### config.mk
export PLATFORM = sky130hd
export DESIGN_NAME = tlk2711_rd_cmd_arb_flat
export DESIGN_NICKNAME = d
export VERILOG_FILES = /design/src/rtl/tlk2711_rd_cmd_arb_if.sv /design/src/rtl/tlk2711_rd_cmd_arb.sv /design/src/flat_wrapper.sv
export SDC_FILE = /design/constraint.sdc
export NUM_CORES = 1
export LEC_CHECK = 0
export BUFFER_PORTS_ARGS = -buffer_cell sky130_fd_sc_hd__buf_4
export CAP_MARGIN = 20
export CORE_AREA = 2 2 187 189
export DETAILED_ROUTE_END_ITERATION = 7
export DIE_AREA = 0 0 189 191
export GPL_ROUTABILITY_DRIVEN = 0
export MAX_ROUTING_LAYER = met4
export SKIP_CTS_REPAIR_TIMING = 1
export SLEW_MARGIN = 20
export SYNTH_ARGS = -nofsm -noshare
export SYNTH_HDL_FRONTEND = slang
export SYNTH_SLANG_ARGS = --single-unit
### constraint.sdc
create_clock -name clk -period 7.1 [get_ports clk]
set_input_delay 1.065 -clock clk [delete_from_list [all_inputs] [get_ports clk]]
set_output_delay 1.065 -clock clk [all_outputs]
set_load 0.01 [all_outputs]
### src/rtl/tlk2711_rd_cmd_arb_if.sv
`default_nettype none
// ============================================================================
// Module   : tlk2711_rd_cmd_arb_if
// Purpose  : Requester-side and DMA-side signals of the read-command arbiter.
// Revision : 1.0
// ============================================================================
interface tlk2711_rd_cmd_arb_if #(
   parameter int NUM_REQ    = 4,
   parameter int ADDR_WIDTH = 48,
   parameter int DLEN_WIDTH = 16,
   parameter int DATA_WIDTH = 64,
   parameter int OUTSTD     = 4
);
   localparam int CMD_W = DLEN_WIDTH + ADDR_WIDTH;
   localparam int CNT_W = $clog2(OUTSTD) + 1;

   logic [NUM_REQ-1:0]       i_req_cmd_req;
   logic [NUM_REQ*CMD_W-1:0] i_req_cmd_data;
   logic [NUM_REQ-1:0]       o_req_cmd_ack;
   logic                     o_rd_cmd_req;
   logic [CMD_W-1:0]         o_rd_cmd_data;
   logic                     i_rd_cmd_ack;
   logic                     i_dma_rd_valid;
   logic                     i_dma_rd_last;
   logic [DATA_WIDTH-1:0]    i_dma_rd_data;
   logic                     o_dma_rd_ready;
   logic [NUM_REQ-1:0]       o_req_rd_valid;
   logic [NUM_REQ-1:0]       o_req_rd_last;
   logic [DATA_WIDTH-1:0]    o_req_rd_data;
   logic [NUM_REQ-1:0]       i_req_rd_ready;
   logic [CNT_W-1:0]         o_outstanding;
   logic                     o_busy;

   // Arbiter view
   modport slave (
      input  i_req_cmd_req, i_req_cmd_data, i_rd_cmd_ack,
      input  i_dma_rd_valid, i_dma_rd_last, i_dma_rd_data, i_req_rd_ready,
      output o_req_cmd_ack, o_rd_cmd_req, o_rd_cmd_data, o_dma_rd_ready,
      output o_req_rd_valid, o_req_rd_last, o_req_rd_data, o_outstanding, o_busy
   );

   // Environment view (requesters + DMA)
   modport master (
      output i_req_cmd_req, i_req_cmd_data, i_rd_cmd_ack,
      output i_dma_rd_valid, i_dma_rd_last, i_dma_rd_data, i_req_rd_ready,
      input  o_req_cmd_ack, o_rd_cmd_req, o_rd_cmd_data, o_dma_rd_ready,
      input  o_req_rd_valid, o_req_rd_last, o_req_rd_data, o_outstanding, o_busy
   );
endinterface
`default_nettype wire

### src/rtl/tlk2711_rd_cmd_arb.sv
`default_nettype none
// ============================================================================
// Module   : tlk2711_rd_cmd_arb
// Purpose  : Round-robin share of the DMA read-command channel; returning
//            read bursts are steered to their owner via an in-order route FIFO.
// Revision : 1.0
// ============================================================================
module tlk2711_rd_cmd_arb #(
   parameter int NUM_REQ    = 4,
   parameter int ADDR_WIDTH = 48,
   parameter int DLEN_WIDTH = 16,
   parameter int DATA_WIDTH = 64,
   parameter int OUTSTD     = 4
) (
   input  logic                       clk,
   input  logic                       rst_n,
   tlk2711_rd_cmd_arb_if.slave        bus
);
   localparam int CMD_W = DLEN_WIDTH + ADDR_WIDTH;
   localparam int CNT_W = $clog2(OUTSTD) + 1;
   localparam int PTR_W = $clog2(OUTSTD);
   localparam int IDX_W = $clog2(NUM_REQ);

   localparam logic [1:0] S_IDLE  = 2'd0;
   localparam logic [1:0] S_ISSUE = 2'd1;
   localparam logic [1:0] S_GAP   = 2'd2;

   logic [1:0]         state_q, state_d;
   logic [IDX_W-1:0]   rr_q, rr_d;
   logic [IDX_W-1:0]   idx_q, idx_d;
   logic [CMD_W-1:0]   cmd_q, cmd_d;
   logic [NUM_REQ-1:0] cmd_ack_q, cmd_ack_d;
   logic [IDX_W-1:0]   fifo_q [OUTSTD];
   logic [PTR_W-1:0]   wptr_q, rptr_q;
   logic [CNT_W-1:0]   cnt_q;

   logic               w_found;
   logic [IDX_W-1:0]   w_pick;
   logic [IDX_W-1:0]   w_cand;
   logic [CMD_W-1:0]   w_cmd;
   logic               w_push;
   logic               w_pop;
   logic               w_empty;
   logic [IDX_W-1:0]   w_head;
   logic               w_ready;
   logic [NUM_REQ-1:0] w_valid;
   logic [NUM_REQ-1:0] w_last;
   logic [DATA_WIDTH-1:0] w_data;

   // Scan from the highest offset down so the lowest offset from rr_q wins.
   always_comb begin
      w_found = 1'b0;
      w_pick  = rr_q;
      w_cand  = rr_q;
      for (int k = NUM_REQ - 1; k >= 0; k--) begin
         w_cand = IDX_W'((32'(rr_q) + 32'(k)) % 32'(NUM_REQ));
         if (bus.i_req_cmd_req[w_cand]) begin
            w_found = 1'b1;
            w_pick  = w_cand;
         end
      end
   end

   always_comb begin
      w_cmd = '0;
      for (int k = 0; k < NUM_REQ; k++) begin
         if (w_pick == IDX_W'(k)) begin
            w_cmd = bus.i_req_cmd_data[k*CMD_W +: CMD_W];
         end
      end
   end

   always_comb begin
      state_d   = state_q;
      rr_d      = rr_q;
      idx_d     = idx_q;
      cmd_d     = cmd_q;
      cmd_ack_d = '0;
      w_push    = 1'b0;
      case (state_q)
         S_IDLE: begin
            if (w_found && (cnt_q < CNT_W'(OUTSTD))) begin
               idx_d   = w_pick;
               cmd_d   = w_cmd;
               state_d = S_ISSUE;
            end
         end
         S_ISSUE: begin
            if (bus.i_rd_cmd_ack) begin
               w_push           = 1'b1;
               cmd_ack_d[idx_q] = 1'b1;
               rr_d    = (idx_q == IDX_W'(NUM_REQ - 1)) ? '0 : idx_q + IDX_W'(1);
               state_d = S_GAP;
            end
         end
         S_GAP:   state_d = S_IDLE;
         default: state_d = S_IDLE;
      endcase
   end

   // Routing always follows the oldest unfinished command.
   assign w_empty = (cnt_q == '0);
   assign w_head  = fifo_q[rptr_q];
   assign w_ready = !w_empty && bus.i_req_rd_ready[w_head];
   assign w_pop   = bus.i_dma_rd_valid && w_ready && bus.i_dma_rd_last;
   assign w_data  = bus.i_dma_rd_data;

   always_comb begin
      w_valid = '0;
      w_last  = '0;
      if (!w_empty) begin
         w_valid[w_head] = bus.i_dma_rd_valid;
         w_last[w_head]  = bus.i_dma_rd_last;
      end
   end

   always_ff @(posedge clk) begin
      if (w_push) begin
         fifo_q[wptr_q] <= idx_q;
      end
   end

   always_ff @(posedge clk or negedge rst_n) begin
      if (!rst_n) begin
         state_q   <= S_IDLE;
         rr_q      <= '0;
         idx_q     <= '0;
         cmd_q     <= '0;
         cmd_ack_q <= '0;
         wptr_q    <= '0;
         rptr_q    <= '0;
         cnt_q     <= '0;
      end else begin
         state_q   <= state_d;
         rr_q      <= rr_d;
         idx_q     <= idx_d;
         cmd_q     <= cmd_d;
         cmd_ack_q <= cmd_ack_d;
         if (w_push) begin
            wptr_q <= wptr_q + PTR_W'(1);
         end
         if (w_pop) begin
            rptr_q <= rptr_q + PTR_W'(1);
         end
         case ({w_push, w_pop})
            2'b10:   cnt_q <= cnt_q + CNT_W'(1);
            2'b01:   cnt_q <= cnt_q - CNT_W'(1);
            default: cnt_q <= cnt_q;
         endcase
      end
   end

   assign bus.o_req_cmd_ack  = cmd_ack_q;
   assign bus.o_rd_cmd_req   = (state_q == S_ISSUE);
   assign bus.o_rd_cmd_data  = cmd_q;
   assign bus.o_dma_rd_ready = w_ready;
   assign bus.o_req_rd_valid = w_valid;
   assign bus.o_req_rd_last  = w_last;
   assign bus.o_req_rd_data  = w_data;
   assign bus.o_outstanding  = cnt_q;
   assign bus.o_busy         = (state_q != S_IDLE) || !w_empty;

endmodule
`default_nettype wire
### src/flat_wrapper.sv
// flat-port wrapper written by rule: the top's interface ports become plain ports
module tlk2711_rd_cmd_arb_flat 
#(
   parameter int NUM_REQ    = 4,
   parameter int ADDR_WIDTH = 48,
   parameter int DLEN_WIDTH = 16,
   parameter int DATA_WIDTH = 64,
   parameter int OUTSTD     = 4
)
  (clk, rst_n, bus_i_req_cmd_req, bus_i_req_cmd_data, bus_i_rd_cmd_ack, bus_i_dma_rd_valid, bus_i_dma_rd_last, bus_i_dma_rd_data, bus_i_req_rd_ready, bus_o_req_cmd_ack, bus_o_rd_cmd_req, bus_o_rd_cmd_data, bus_o_dma_rd_ready, bus_o_req_rd_valid, bus_o_req_rd_last, bus_o_req_rd_data, bus_o_outstanding, bus_o_busy);
  tlk2711_rd_cmd_arb_if #(.NUM_REQ(NUM_REQ), .ADDR_WIDTH(ADDR_WIDTH), .DLEN_WIDTH(DLEN_WIDTH), .DATA_WIDTH(DATA_WIDTH), .OUTSTD(OUTSTD)) bus_i ();
  input  logic clk;
  input  logic rst_n;
  input wire logic [$bits(bus_i.i_req_cmd_req)-1:0] bus_i_req_cmd_req;
  input wire logic [$bits(bus_i.i_req_cmd_data)-1:0] bus_i_req_cmd_data;
  input wire logic [$bits(bus_i.i_rd_cmd_ack)-1:0] bus_i_rd_cmd_ack;
  input wire logic [$bits(bus_i.i_dma_rd_valid)-1:0] bus_i_dma_rd_valid;
  input wire logic [$bits(bus_i.i_dma_rd_last)-1:0] bus_i_dma_rd_last;
  input wire logic [$bits(bus_i.i_dma_rd_data)-1:0] bus_i_dma_rd_data;
  input wire logic [$bits(bus_i.i_req_rd_ready)-1:0] bus_i_req_rd_ready;
  output wire logic [$bits(bus_i.o_req_cmd_ack)-1:0] bus_o_req_cmd_ack;
  output wire logic [$bits(bus_i.o_rd_cmd_req)-1:0] bus_o_rd_cmd_req;
  output wire logic [$bits(bus_i.o_rd_cmd_data)-1:0] bus_o_rd_cmd_data;
  output wire logic [$bits(bus_i.o_dma_rd_ready)-1:0] bus_o_dma_rd_ready;
  output wire logic [$bits(bus_i.o_req_rd_valid)-1:0] bus_o_req_rd_valid;
  output wire logic [$bits(bus_i.o_req_rd_last)-1:0] bus_o_req_rd_last;
  output wire logic [$bits(bus_i.o_req_rd_data)-1:0] bus_o_req_rd_data;
  output wire logic [$bits(bus_i.o_outstanding)-1:0] bus_o_outstanding;
  output wire logic [$bits(bus_i.o_busy)-1:0] bus_o_busy;
  assign bus_i.i_req_cmd_req = bus_i_req_cmd_req;
  assign bus_i.i_req_cmd_data = bus_i_req_cmd_data;
  assign bus_i.i_rd_cmd_ack = bus_i_rd_cmd_ack;
  assign bus_i.i_dma_rd_valid = bus_i_dma_rd_valid;
  assign bus_i.i_dma_rd_last = bus_i_dma_rd_last;
  assign bus_i.i_dma_rd_data = bus_i_dma_rd_data;
  assign bus_i.i_req_rd_ready = bus_i_req_rd_ready;
  assign bus_o_req_cmd_ack = bus_i.o_req_cmd_ack;
  assign bus_o_rd_cmd_req = bus_i.o_rd_cmd_req;
  assign bus_o_rd_cmd_data = bus_i.o_rd_cmd_data;
  assign bus_o_dma_rd_ready = bus_i.o_dma_rd_ready;
  assign bus_o_req_rd_valid = bus_i.o_req_rd_valid;
  assign bus_o_req_rd_last = bus_i.o_req_rd_last;
  assign bus_o_req_rd_data = bus_i.o_req_rd_data;
  assign bus_o_outstanding = bus_i.o_outstanding;
  assign bus_o_busy = bus_i.o_busy;
  tlk2711_rd_cmd_arb #(.NUM_REQ(NUM_REQ), .ADDR_WIDTH(ADDR_WIDTH), .DLEN_WIDTH(DLEN_WIDTH), .DATA_WIDTH(DATA_WIDTH), .OUTSTD(OUTSTD)) u_core (.clk(clk), .rst_n(rst_n), .bus(bus_i));
endmodule
[Word level (Yosys, flattened, before mapping)]
Memory sizes are Yosys's and may differ from the RTL's.
Cells that the tools add are included.
Cells by class
  $add $sub $neg: 8
  order comparisons: 9
  equality and inequality tests: 9
  multiplexer cells: 39
  bitwise operators: 2
  reduce and logical (&&, ||, !) cells: 16
Operators with widths (count)
  64-bit 2-to-1 mux: 4
  2-bit by 3-bit less-than comparator with 1-bit output, second input constant: 6
  4-bit 2-to-1 mux: 4
  1-bit 2-to-1 mux: 15
  2-bit 2-to-1 mux: 7
  1-bit binary-select mux with 2-bit select: 5
  2-bit by 1-bit adder with 2-bit output, second input constant: 4
  4-bit bitwise AND: 2
  2-bit == test, second input constant: 4
  2-bit by 1-bit == test with 1-bit output, second input constant: 3
  1-bit logical AND: 6
  3-bit case mux with 2 select lines: 1
  2-bit AND reduction: 3
  2-bit adder, second input constant: 2
  1-bit demux with 2-bit select: 2
  2-bit by 1-bit greater-or-equal comparator with 1-bit output, second input constant: 2
  2-bit logical NOT: 2
  2-bit case mux with 2 select lines: 1
  2-bit nonzero test: 2
  3-bit by 1-bit adder with 3-bit output, second input constant: 1
  3-bit logical NOT: 1
  3-bit less-than comparator, second input constant: 1
  3-bit by 1-bit subtractor with 3-bit output, second input constant: 1
  2-bit by 1-bit != test with 1-bit output, second input constant: 1
  3 further kinds: 3
Storage, ports and cells
  register bits after elaboration: 81
  bits in writable memories: 8
  input bits: 333
  output and inout port bits: 146
  memories: 1
Memories
  u_core.fifo_q: words 4, bits a word 2, read ports 1, clocked after Yosys merged registers in 0, write ports 1, line tlk2711_rd_cmd_arb.sv:33  | logic [IDX_W-1:0] fifo_q [OUTSTD];

[Depth between registers and ports, before layout]
Gate-level depths: netlist of the first run.
  word-level depth: 12
  mapped depth: 11
  gate-level depth less buffers: 10

[Worst setup path after synthesis of the first run]
Ideal clock, no wire load.
  path kind: register to output
  start: register u_core.rptr_q[0]
  end: output bus_o_req_rd_last[0]
  arrival time: 1.533 ns
  data required time: 6.035 ns
  path slack: 4.502 ns
  stages on the path, launching flop included: 5
  buffers on the path: 1
  cell sequence: dfrtp_1 > buf_2 > mux4_2 > or2_2 > nor2_1
Between the ends
  word-level cells in the longest chain between the ends: 7
RTL lines
  start: declaration: line tlk2711_rd_cmd_arb.sv:34  | logic [PTR_W-1:0] wptr_q, rptr_q;
  start signal: assignment: line tlk2711_rd_cmd_arb.sv:143  | rptr_q <= rptr_q + PTR_W'(1);
  memory read 4 x 2 bit (*)
  2-bit by 3-bit less-than comparator with 1-bit output (implied by the code) / 2-bit by 1-bit greater-or-equal comparator with 1-bit output (equally long branches): line tlk2711_rd_cmd_arb.sv:113  | w_last[w_head] = bus.i_dma_rd_last;
  1-bit logical AND (implied by the code): line tlk2711_rd_cmd_arb.sv:113
  1-bit 2-to-1 mux (implied by the code): line tlk2711_rd_cmd_arb.sv:113
  1-bit demux with 2-bit select (*)
  4-bit bitwise AND (no source line) (*)
  4-bit 2-to-1 mux (*): line tlk2711_rd_cmd_arb.sv:111  | if (!w_empty) begin
  end: declaration: line flat_wrapper.sv:26  | output wire logic [$bits(bus_i.o_req_rd_last)-1:0] bus_o_req_rd_last;
Every way passes the cells marked *; elsewhere a longest branch is shown, timed or not.

[Worst setup path in the final report of the first run]
  start: register u_core.rptr_q[0]
  end: output bus_o_dma_rd_ready
Between the ends
  word-level cells in the longest chain between the ends: 4
RTL lines
  memory read 4 x 2 bit
  1-bit binary-select mux with 2-bit select: line tlk2711_rd_cmd_arb.sv:104  | assign w_ready = !w_empty && bus.i_req_rd_ready[w_head];
  1-bit 2-to-1 mux (implied by the code): line tlk2711_rd_cmd_arb.sv:104
  1-bit logical AND: line tlk2711_rd_cmd_arb.sv:104
  end: declaration: line flat_wrapper.sv:24  | output wire logic [$bits(bus_i.o_dma_rd_ready)-1:0] bus_o_dma_rd_ready;
Every way passes these cells. The select of a mux whose other input is x is not followed.

==> reports/metrics.cfg, run 1 <==
[power]
worst_ir_drop_on_vdd_mv=0.176
power_per_cell_area_nw_per_um2=387
p_leak_uw=0.00395

[critical_path]
worstSetupEndpointType=output port
timing.setup.critical_path_class=register to output port
biggest_fanout_along_the_worst_timing_path=6
critical_path_arrival_ns=2.23
critPathRequiredTime_ns=6.03
critical_path.startpoint_type=register

[layout]
final_cells=1348
finish.instance_area_sq_um=8500
finalNetCount=1231
filler_cell_count=3712
diodes=0
area.growth.synth_to_final_pct=51.1
final_core_util_pct=24.9
post_route_cells_drive_above_1_share_pct=43.6

[yosys]
post_synth_xor_area_fraction_pct=0.934
syn-mean-instance-area_sq_um=8.88
synth.ff_latch_count=89
synth_seq_area_share_pct=40.3
synth_top_cell_by_area=dfrtp_1
synth.yosys.warnings=0
post_synth_fa_ha_maj_area_fraction_pct=2.36
post_synth_num_cell_types=44
dominant_combinational_cell_family_by_area_after_synthesis=compound AO/OA/AOI/OAI gates
netlist.area_leader.share_pct=36.0
number_of_synthesized_flops_with_an_enable_pin=8
synth-compound-area-share_pct=23.2
synthesis.instances=633
synth-main-ff-cell=dfrtp_1
synth.area.top_cells=dfrtp_1 (36%), nand2_1 (13%), a32oi_1 (10%), o221ai_1 (10%), buf_4 (8.7%)
netlist_area_sq_um=5620
synth_simple_gate_area_share_pct=17.4
synth.net_count=976
async_flop_share_pct=91.0
synth_mux_area_share_pct=1.71

[floorplan]
row_count=68
floorplan.initialDensity_pct=16.5
io_pins=479
coreArea_sq_um=34100
floorplan.die_area_sq_um=36100
die_height_microns=191
die_x_microns=189

[timing]
timing.final.max_slew_violations=0
actual_transition_at_the_worst_max_transition_pin_ns=0.967
top_achievable_clock_speed_mhz=304
finalHoldViolCount=0
final-setup-viol-count=0
fin_worst_skew_ns=0.0110
layout_worst_path_cycle_share_pct=46.4
rsz_0062_raised_after_global_routing=no
max_slew_margin_pct=35.3
setup_tns_ns=0
worst_hold_slack_ns=0.514
fin_crit_ns=3.29

[clocking]
cts_buffers=9
worstSkewPairLatency_ns=0.37
cts_tree=built
cts_sinks=89
root_buffer_cell=clkbuf_16
clockBufferDepth=2
worst_setup_hold_path_clk_slew_ns=0.07
h_tree_levels=3

[detailed_routing]
first_iter_violations=240
total_number_of_vias=6034
routed_wirelength_mm=24.2
vias_per_cell=4.48
final_antenna_net_count=0
avgRoutedWirePerCell_microns=17.9
detail_route.first_pass.iterations=5
drc_errors=0

[global_routing]
via_count_of_the_first_global_routing_pass=6350
grt_max_degree=65
antenna_found_initial=0
first_pass_grt_wire_length_mm=35.8
grt-ovfl-total=0
track_usage_pct=13.4

[place]
port_buffers=350
postPlaceCellArea_sq_um=8200
inst_count_dp=1332
post-dp-hpwl_mm=18.3

[flow_run]
cap_viol_max_count=0

[outcome]
outcome=finished clean

[hold_path]
hold_path.class=register to register

## cells in the mapped netlist, types with 2 or more instances
master      n
a32oi_1    64
nand2_1   201
xor2_1      3
buf_6       6
buf_4      65
nor2_1     12
and2_1      2
inv_1      12
mux2i_1     4
nand3_1     2
edfxtp_1    8
mux4_2      2
nor2b_1     3
o221ai_1   64
a21oi_1     3
a21o_1      2
nor3_1      5
and3_1     10
xnor2_1     3
o21ai_0     7
ha_1        9
buf_1       5
buf_2      13
dfrtp_1    81
clkbuf_1   28
## critical path, stage by stage, from the launching register on
cell     delay [ns]
dfrtp_1        0.49
mux4_2         0.60
mux2i_1        0.15
mux2i_1        0.31
and2_1         0.19
buf_4          0.12
## cell families after synthesis
family	Yosys count
XOR/XNOR	6
flip-flops	89
buffers and inverters	129
multiplexers	7
adder cells (fa/ha/maj)	10
AO/OA/AOI/OAI	150
AND/OR/NAND/NOR	242
## layout by cell type, fill, tap and decap left out, types with 4 or more instances in the layout
master	instances
nor3_1	5
o221ai_1	64
nor2_1	12
o21ai_0	7
dfrtp_1	81
mux2i_1	4
inv_1	12
ha_1	9
clkbuf_16	9
and3_1	9
buf_4	361
nand2_1	201
edfxtp_1	8
a32oi_1	64
## stage by stage
| stage | setup WS [ns] | total power, uW |
|---|---|---|
| 6_report | 3.81 | 3290 |
| 5_1_grt | 3.69 | 3560 |
| 4_1_cts | 3.77 | 3340 |
| 3_5_place_dp | 3.67 | 2810 |
| 3_3_place_gp | 3.75 | 2780 |
| 2_1_floorplan | 4.50 | 2020 |
## path summary, 6_finish.rpt
check                                              from                           end  slack [ns]  depth (start not counted)
max                                    u_core.rptr_q[0]            bus_o_dma_rd_ready        3.81                          5
max in group asynchronous                         rst_n  u_core.bus.o_rd_cmd_data[30]        5.37                          2
min reg2reg                u_core.bus.o_rd_cmd_data[17]  u_core.bus.o_rd_cmd_data[17]        0.51                          2
min                        u_core.bus.o_rd_cmd_data[17]  u_core.bus.o_rd_cmd_data[17]        0.51                          2
min in group asynchronous                         rst_n   u_core.bus.o_rd_cmd_data[7]        0.67                          1
max reg2reg                            u_core.rptr_q[0]   u_core.bus.o_outstanding[2]        4.15                         10
## state kept, by name, indices dropped and copies added (netlist names)
name,flops
u_core.state_q,2
u_core.bus.o_req_cmd_ack,4
u_core.bus.o_rd_cmd_data,64
u_core.bus.o_outstanding,3
u_core.wptr_q,2
u_core.fifo_q,8
u_core.rptr_q,2
u_core.idx_q,2
u_core.rr_q,2
## power breakdown
| group | internal [uW] | switching, uW |
|---|---|---|
| Sequential | 763 | 178 |
| Combinational | 784 | 1050 |
| Clock | 276 | 234 |
## layout make-up
type / instances / area (sq um) / share of cell area [%]
multi-input cells: 415 / 2600 / 30.6
flip-flops and latches: 89 / 2270 / 26.7
well taps: 455 / 569 / 6.70
clock inverters: 7 / 78.8 / 0.927
inverters: 12 / 45.0 / 0.530
repair buffers: 361 / 2710 / 31.9
clock buffers: 9 / 225 / 2.65
## per-layer routing
| layer | track usage [%] | vias to the layer above | share of wire [%] |
|---|---|---|---|
| li1 | - | 2753 | - |
| met1 | 14.6 | 2918 | 38 |
| met2 | 21.9 | 313 | 49 |
| met3 | 4.72 | 50 | 9.0 |
| met4 | 6.61 | 0 | 3.1 |
| met5 | - | - | 0 |
No activity file was read; power rests on OpenSTA's default activity.
==> run 2, diff against run 1 <==
--- a/config.mk
+++ b/config.mk
@@ -7,9 +7,9 @@
 export LEC_CHECK = 0
 export BUFFER_PORTS_ARGS = -buffer_cell sky130_fd_sc_hd__buf_4
 export CAP_MARGIN = 20
-export CORE_AREA = 2 2 187 189
+export CORE_AREA = 2 2 184 186
 export DETAILED_ROUTE_END_ITERATION = 7
-export DIE_AREA = 0 0 189 191
+export DIE_AREA = 0 0 186 188
 export GPL_ROUTABILITY_DRIVEN = 0
 export MAX_ROUTING_LAYER = met4
 export SKIP_CTS_REPAIR_TIMING = 1
==> constraint.sdc (replaced) <==
create_clock -name clk -period 2.8 [get_ports clk]
set_input_delay 0.42 -clock clk [delete_from_list [all_inputs] [get_ports clk]]
set_output_delay 0.42 -clock clk [all_outputs]
set_load 0.01 [all_outputs]
==> run 2 against run 1 <==
  * Power increased to 2.6 times the previous value
  * Critical path depth grew 5
  * First-iteration DRC count rose by 8.8%
  * Via count up 0.45%
  * Flip-flop and latch count is the same
  * Utilization increased by 1.1 points
  * Clock-buffer cell count up 1
  * Sequential share of layout area shrank 0.33 points
  * Die area decreased by 3.1%
  * Non-clock buffer count increased by 7
  * Register-to-register slack worse by 4.0 ns
  * Critical path type is now register to register
  * Largest power group unchanged
  * Highest routed layer unchanged
==> reports/metrics.cfg, run 2 (synthesis results as in run 1) <==
[outcome]
outcome=finished clean  ; unchanged

[timing]
fin_crit_ns=2.62
final-setup-viol-count=0  ; unchanged
finalHoldViolCount=0  ; unchanged
layout_worst_path_cycle_share_pct=93.4
timing.final.max_slew_violations=0  ; unchanged
fin_worst_skew_ns=0.00997  ; was 0.0110 ns
actual_transition_at_the_worst_max_transition_pin_ns=0.815  ; was 0.967 ns
top_achievable_clock_speed_mhz=382
timing.final.ws_setup_ns=0.184  ; was 3.81 ns
setup_tns_ns=0  ; unchanged
max_slew_margin_pct=45.6  ; was 35.3%

[clocking]
clockBufferDepth=2  ; unchanged
root_buffer_cell=clkbuf_16  ; unchanged
worstSkewPairLatency_ns=0.36  ; was 0.37 ns
h_tree_levels=3  ; unchanged
cts_sinks=89  ; unchanged
cts_tree=built  ; unchanged
cts_buffers=9  ; unchanged
worst_setup_hold_path_clk_slew_ns=0.07  ; about the same

[place]
port_buffers=350  ; unchanged
post-dp-hpwl_mm=17.3  ; was 18.3 mm
preCtsSetupSlack_ns=-0.134  ; was 3.67 ns

[layout]
largest_reg_flops=64  ; unchanged
finalNetCount=1238  ; was 1231
area.growth.synth_to_final_pct=53.0  ; was 51.1%
final_common_cell=buf_4  ; unchanged
post_route_cells_drive_above_1_share_pct=44.2  ; was 43.6%
most-common-layout-cells=buf_4 (364), nand2_1 (201), dfrtp_1 (81)  ; was buf_4 (361), nand2_1 (201), dfrtp_1 (81)

[detailed_routing]
top_layer_used=met4  ; unchanged
wirelength_met1_mm=9.41  ; was 9.29 mm
avgRoutedWirePerCell_microns=17.3  ; was 17.9 microns
met2WireLength_mm=11.4  ; was 12.0 mm
routed_wirelength_mm=23.4  ; was 24.2 mm
final_antenna_net_count=0  ; unchanged
drc_errors=0  ; unchanged
first_iter_violations=261  ; was 240
vias_per_cell=4.49  ; was 4.48
detail_route.first_pass.iterations=6  ; was 5
total_number_of_vias=6061  ; was 6034
dr_wl_met3_mm=1.88  ; was 2.18 mm

[floorplan]
floorplan.die_area_sq_um=35000  ; was 36100 sq um
die_height_microns=188  ; was 191 microns
row_count=67  ; was 68
io_pins=479  ; unchanged
coreArea_sq_um=33100  ; was 34100 sq um
floorplan.initialDensity_pct=17.0  ; was 16.5%
die_x_microns=186  ; was 189 microns

[critical_path]
critical_path.slowest_cell=mux4_2  ; unchanged
timing.critical_path.max_delay_family=multiplexers  ; unchanged
worst_path_most_repeated_cell=xor2_1  ; was mux2i_1
crit_path_max_incr_delay_ns=0.56  ; was 0.60 ns
critical_path.startpoint_type=register  ; unchanged
worstPathBufferInverterCount=2  ; was 1
timing.setup.critical_path_class=register to register  ; was register to output port
critPathRequiredTime_ns=3.07  ; was 6.03 ns
critical_path_arrival_ns=2.89  ; was 2.23 ns
path_cells=buf_4, mux4_2, mux2i_1, and3_4, ha_2, inv_1, fa_2, xor2_1, nor2_1, xor2_1  ; was mux4_2, mux2i_1, mux2i_1, and2_1, buf_4
biggest_fanout_along_the_worst_timing_path=6  ; unchanged
worstSetupEndpointType=register  ; was output port

[global_routing]
first_pass_grt_wire_length_mm=34.1  ; was 35.8 mm
grt-ovfl-total=0  ; unchanged
antenna_found_initial=2  ; was 0
track_usage_pct=13.2  ; was 13.4%
via_count_of_the_first_global_routing_pass=6196  ; was 6350
grt_max_degree=66  ; was 65

[flow_run]
cap_viol_max_count=0  ; unchanged

[power]
p_leak_uw=0.00401  ; was 0.00395 uW
power_per_cell_area_nw_per_um2=983  ; was 387 nW/um^2
worst_ir_drop_on_vdd_mv=0.412  ; was 0.176 mV

[hold_path]
hold_path.class=input port to asynchronous set/reset pin  ; was register to register

==> run 2: cell count changes in the layout (fill, tap and decap cells not counted), sizes merged <==
cell / delta
diode: +2
clkinv: +2
buf: +7
clkbuf: +1
clkinvlp: -3
==> run 2: cell type report <==
type                       instances  area (sq um)
antenna                            2          5.00
clock buffer                      10           229
clock inverter                     6          66.3
fill                            3576         24500
inverter                          12          45.0
multi-input combinational        415          2610
sequential                        89          2270
tap                              448           561
timing repair buffer             368          2820
==> run 2: where the power goes <==
part / switching, uW / total [uW] / internal [uW]
sequential: 403 / 2340 / 1930
clock: 574 / 1270 / 699
combinational: 2750 / 4850 / 2110
==> run 2: final timing paths <==
| kind | startpoint | to | slack [ns] | cells past startpoint |
|---|---|---|---|---|
| worst max-delay path | u_core.rptr_q[0] | u_core.bus.o_outstanding[2] | 0.18 | 10 |
| worst min-delay path | rst_n | u_core.bus.o_rd_cmd_data[1] | 0.05 | 1 |
| worst max register to register | u_core.rptr_q[0] | u_core.bus.o_outstanding[2] | 0.18 | 10 |
| worst min register to register | u_core.bus.o_rd_cmd_data[53] | u_core.bus.o_rd_cmd_data[53] | 0.51 | 2 |
| max in group asynchronous | rst_n | u_core.bus.o_rd_cmd_data[25] | 2.07 | 2 |
| min in group clk | bus_i_rd_cmd_ack | u_core.state_q[0] | 0.32 | 2 |
==> run 2: layer usage <==
layer	vias up	track usage (%)
met2	327	21.6
met4	0	6.15
met3	63	3.22
met5	-	-
met1	2899	15.0
li1	2772	-
==> run 2: metrics by stage <==
stage                     area [sq um]  std cells  utilization (%)  hold WS (ns)  power [uW]
after global placement            8250       1329             24.9         0.458        7120
after global routing              8610       1350             26.0        0.0886        9140
after floorplan                   5620        633                -         0.124        5110
after detailed placement          8250       1329             24.9         0.460        7200
after CTS                         8550       1345             25.8        0.0617        8540
final                             8610       1350             26.0        0.0538        8460
